===== config.mk =====
export PLATFORM = sky130hd
export DESIGN_NAME = branch_resolve_unit
export DESIGN_NICKNAME = d
export VERILOG_FILES = /design/src/rtl/branch_resolve_unit.sv
export SDC_FILE = /design/constraint.sdc
export NUM_CORES = 1
export LEC_CHECK = 0
export ABC_CLOCK_PERIOD_IN_PS = 7370
export BUFFER_PORTS_ARGS = -buffer_cell sky130_fd_sc_hd__buf_2
export CORE_MARGIN = 2
export CORE_UTILIZATION = 51
export CTS_CLUSTER_DIAMETER = 150
export DETAILED_ROUTE_END_ITERATION = 8
export PLACE_DENSITY = 0.86
export SYNTH_ARGS = -nofsm -noshare
export SYNTH_HDL_FRONTEND = slang
export SYNTH_SLANG_ARGS = --single-unit
export TNS_END_PERCENT = 100

===== constraint.sdc =====
create_clock -name clk -period 7.37 [get_ports clk]
set_input_delay 1.1055 -clock clk [delete_from_list [all_inputs] [get_ports clk]]
set_output_delay 1.1055 -clock clk [all_outputs]
set_load 0.005 [all_outputs]

===== src/rtl/branch_resolve_unit.sv =====
// Branch resolution for a two-stage predicted fetch path: carries the prediction
// bundle to s2, detects mispredicts, drives prediction-table updates and statistics.
module branch_resolve_unit (
  input  logic        clk,
  input  logic        rst,
  input  logic        stall,
  input  logic        valid_f,
  input  logic [31:0] pc4_f,
  input  logic        h_f,
  input  logic        p_f,
  input  logic [31:0] target_f,
  input  logic        is_beq_s2,
  input  logic        taken_s2,
  input  logic [31:0] baddr_in_s2,
  output logic [31:0] pc4_s2,
  output logic [31:0] baddr_s2,
  output logic        wrt,
  output logic        wrp,
  output logic        c,
  output logic        redirect,
  output logic [31:0] redirect_pc,
  output logic        flush,
  output logic [15:0] branch_count,
  output logic [15:0] mispredict_count
);

  logic        valid_s1_q, valid_s2_q;
  logic [31:0] pc4_s1_q, pc4_s2_q;
  logic        h_s1_q, h_s2_q;
  logic        p_s1_q, p_s2_q;
  logic [31:0] target_s1_q, target_s2_q;
  logic [15:0] branch_cnt_q, branch_cnt_d;
  logic [15:0] mispred_cnt_q, mispred_cnt_d;

  logic res, pt, mispredict_raw, mispredict;

  assign res = valid_s2_q & is_beq_s2;
  assign pt  = h_s2_q & p_s2_q;

  // Non-BEQ with a taken prediction means the table entry aliased; fall through.
  assign mispredict_raw = (res & (pt != taken_s2))
                        | (res & pt & taken_s2 & (target_s2_q != baddr_in_s2))
                        | (valid_s2_q & ~is_beq_s2 & pt);
  assign mispredict = mispredict_raw & ~stall;

  assign redirect    = mispredict;
  assign flush       = mispredict;
  assign redirect_pc = (is_beq_s2 && taken_s2) ? baddr_in_s2 : pc4_s2_q;

  assign wrt      = res & ~h_s2_q & ~stall;
  assign wrp      = res & (~h_s2_q | (p_s2_q != taken_s2)) & ~stall;
  assign c        = taken_s2;
  assign pc4_s2   = pc4_s2_q;
  assign baddr_s2 = baddr_in_s2;

  assign branch_count     = branch_cnt_q;
  assign mispredict_count = mispred_cnt_q;

  always_comb begin
    branch_cnt_d  = branch_cnt_q;
    mispred_cnt_d = mispred_cnt_q;
    if (res && !stall && branch_cnt_q != 16'hFFFF)
      branch_cnt_d = branch_cnt_q + 16'd1;
    if (mispredict && mispred_cnt_q != 16'hFFFF)
      mispred_cnt_d = mispred_cnt_q + 16'd1;
  end

  // flush can only be high when unstalled, so it rides the normal advance path.
  always_ff @(posedge clk or posedge rst) begin
    if (rst) begin
      valid_s1_q    <= 1'b0;
      pc4_s1_q      <= '0;
      h_s1_q        <= 1'b0;
      p_s1_q        <= 1'b0;
      target_s1_q   <= '0;
      valid_s2_q    <= 1'b0;
      pc4_s2_q      <= '0;
      h_s2_q        <= 1'b0;
      p_s2_q        <= 1'b0;
      target_s2_q   <= '0;
      branch_cnt_q  <= '0;
      mispred_cnt_q <= '0;
    end else begin
      branch_cnt_q  <= branch_cnt_d;
      mispred_cnt_q <= mispred_cnt_d;
      if (!stall) begin
        valid_s1_q  <= valid_f & ~flush;
        pc4_s1_q    <= pc4_f;
        h_s1_q      <= h_f;
        p_s1_q      <= p_f;
        target_s1_q <= target_f;
        valid_s2_q  <= valid_s1_q & ~flush;
        pc4_s2_q    <= pc4_s1_q;
        h_s2_q      <= h_s1_q;
        p_s2_q      <= p_s1_q;
        target_s2_q <= target_s1_q;
      end
    end
  end

endmodule


==> impl_metrics.sql <==
INSERT INTO impl_metrics (metric_group, metric, value, unit) VALUES
('outcome', 'run_status', 'complete, no violations', ''),
('synthesis', 'synth_nets', '655', ''),
('synthesis', 'yosys.cell_types.count', '30', ''),
('timing', 'number_of_pins_exceeding_their_max_slew_limit_in_the_final_report', '0', ''),
('grt', 'grtUsageTotal', '20.53', '%'),
('pwr', 'static_leakage_power', '4.420', 'nW'),
('final_layout', 'fin_nets', '857', ''),
('setup_path', 'cp_max_fo', '34', ''),
('grt', 'grt_first_pass_wirelength', '25280', 'µm'),
('final_layout', 'layout_commonest_cell', 'buf_2', ''),
('worst_hold_path', 'timing.hold.worst_endpoint', 'mispredict_count[6]', ''),
('setup_path', 'setup.worst_path.start_class', 'input port', ''),
('floorplanning', 'floorplan.initialDensity', '51.87', '%'),
('job', 'max-cap-violations', '0', ''),
('setup_path', 'regToRegEndpoint', 'mispredict_count[1]', ''),
('synthesis', 'synth-seq-cells', '166', ''),
('grt', 'grt_max_degree', '99', ''),
('timing', 'clock-skew-final', '6.423', 'ps'),
('cts', 'clock_insertion_delay_worst_skew', '410', 'ps'),
('setup_path', 'timing.rr.start', 'target_s2_q[28]', ''),
('floorplanning', 'floorplan.die.width', '125.1', 'µm'),
('timing', 'unrepaired_setup_endpoints_after_global_routing', 'no', ''),
('routing', 'postRouteAntennaNets', '0', ''),
('timing', 'max_clock_freq', '222.8', 'MHz'),
('cts', 'cts_htree_levels', '4', ''),
('setup_path', 'critPathArrivalTime', '3380', 'ps'),
('pwr', 'power_density', '261.8', 'nW/µm²'),
('routing', 'first_pass_iters', '4', ''),
('setup_path', 'worstPathCellList', 'buf_2 -> nand2_2 -> nor3_1 -> nand4_1 -> nor4_4 -> nor3_1 -> buf_2', ''),
('worst_hold_path', 'min_path_cells', '1', ''),
('worst_hold_path', 'min-delay-start', 'mispredict_count[6]', ''),
('final_layout', 'syn_to_final_growth', '23.06', '%'),
('worst_hold_path', 'timing.hold.worst.class', 'reg2reg', ''),
('routing', 'drt-total-wl', '15820', 'µm'),
('floorplanning', 'die_area', '15650', 'µm²'),
('setup_path', 'cp_top_family', 'simple AND/OR/NAND/NOR gates', ''),
('timing', 'setup_viol_count_final', '0', ''),
('cts', 'tritoncts.num_buffers', '17', ''),
('timing', 'max_slew_margin', '22.88', '%'),
('cts', 'cts_root_buffer', 'clkbuf_16', ''),
('cts', 'postCtsSetupBuffers', '0', ''),
('timing', 'fin_crit', '4488', 'ps'),
('routing', 'route.vias.total', '4918', ''),
('cts', 'cts_tree', 'done', ''),
('synthesis', 'ys.warnings.count', '0', ''),
('setup_path', 'req_time_crit_path', '6260', 'ps'),
('routing', 'route.detailed.wl_per_inst', '16.69', 'µm'),
('cts', 'cts_sinks', '166', ''),
('synthesis', 'netlist_instances', '549', ''),
('grt', 'antenna_found_initial', '0', ''),
('cts', 'cts_repair_resize_count', '0', ''),
('cts', 'cts_buffer_depth', '2', ''),
('timing', 'finalHoldViolations', '0', ''),
('final_layout', 'antenna_cells_inserted', '0', ''),
('synthesis', 'seq_area_frac_synth', '55.53', '%'),
('final_layout', 'post_route_cells_drive_above_1_share', '57.59', '%'),
('setup_path', 'reg2regPathDepth', '6', ''),
('place', 'globalplace.congestion', '0.7894', ''),
('pwr', 'ir_drop', '0.0001652', 'V'),
('floorplanning', 'core_region_area', '14420', 'µm²'),
('setup_path', 'timing.setup.critical_path_class', 'in2out', ''),
('setup_path', 'crit_path_top_delay_cell', 'nor4_4', ''),
('grt', 'first_global_vias', '4900', ''),
('grt', 'gr-total-overflow', '0', ''),
('setup_path', 'crit_path_max_incr_delay', '750', 'ps'),
('synthesis', 'post_synth.cell_area_avg', '13.63', 'µm²'),
('setup_path', 'critical_path_buf_inv_count', '2', ''),
('place', 'port_buf_inserts', '236', ''),
('routing', 'drcViolationCount', '0', ''),
('timing', 'layout_worst_path_cycle_share', '60.90', '%'),
('place', 'place_hpwl', '11430', 'µm');
## state kept, by name, summed over array words and instances, names as in the netlist, 16 cells and up
name / flops
mispredict_count: 16
target_s2_q: 32
target_s1_q: 32
pc4_s1_q: 32
pc4_s2: 32
branch_count: 16
## metal layers
layer	vias up	wire length, µm	GRT usage (%)
li1	2305	-	-
met1	2421	6628	25.94
met2	179	8006	34.91
met3	13	1039	5.991
met4	0	144	5.294
met5	-	0	0
## worst max path at each step
stage | startpoint | to | slack [ps] | cells past startpoint
floorplan | rst | branch_count[0] | 1770 | 1
global placement | taken_s2 | redirect | 2940 | 7
detailed placement | taken_s2 | flush | 2860 | 7
CTS | taken_s2 | flush | 2860 | 7
global route | taken_s2 | flush | 2650 | 7
finish | taken_s2 | flush | 2880 | 7
## report_power, final
group	total, mW	switching (mW)	internal (mW)
Combinational	0.373	0.163	0.210
Clock	0.930	0.352	0.578
Sequential	1.11	0.0832	1.02
Total	2.41	0.599	1.81
## metrics by stage
stage	instances	utilization (%)	total power, mW	area, µm²	hold slack [ps]
after CTS	948	63.83	2.436	9206	493.5
after detailed placement	916	59.50	1.500	8582	484.8
after global placement	916	59.50	1.482	8582	473.1
after global routing	948	63.83	2.527	9206	510.6
after floorplan	549	-	1.336	7481	454.1
final	948	63.83	2.410	9206	490.0
## kinds of logic (layout without fill, tap and decap cells)
kind of cell	Yosys count	after routing	share of synthesized area [%]
AOI/OAI and AO/OA	8	8	0.7026
xor gates and xnor gates	59	59	6.908
adders and majority gates	2	2	0.3345
buffers and inverters	56	271	4.583
DFF	166	166	55.53
muxes	168	168	25.29
and+or+nand+nor	90	90	6.657
## cell type report
type                            count  area, µm²
Fill cell                        1130       5218
Sequential cell                   166       4154
Multi-Input combinational cell    327       2987
Timing Repair Buffer              238       1202
Clock buffer                       21      450.4
Tap cell                          184      230.2
Clock inverter                     11      173.9
Inverter                            1      8.758
## cell usage after synthesis, drive strengths merged
master	number	share of area [%]
a21bo	1	0.13
a21oi	2	0.13
a2bb2oi	1	0.12
a31oi	1	0.084
and2	1	0.084
and3	5	0.42
and3b	1	0.12
and4	5	0.59
buf	42	3.9
clkbuf	13	0.65
dfrtp	166	56
ha	2	0.33
inv	1	0.050
mux2	168	25
nand2	19	0.95
nand2b	3	0.25
nand3	12	0.80
nand3b	1	0.10
nand4	10	0.84
nor2	9	0.45
nor3	14	0.94
nor3b	1	0.17
nor4	9	0.95
o21ai	2	0.13
o31ai	1	0.10
xnor2	15	1.8
xor2	44	5.2
Power figures use the tool's default switching activity.
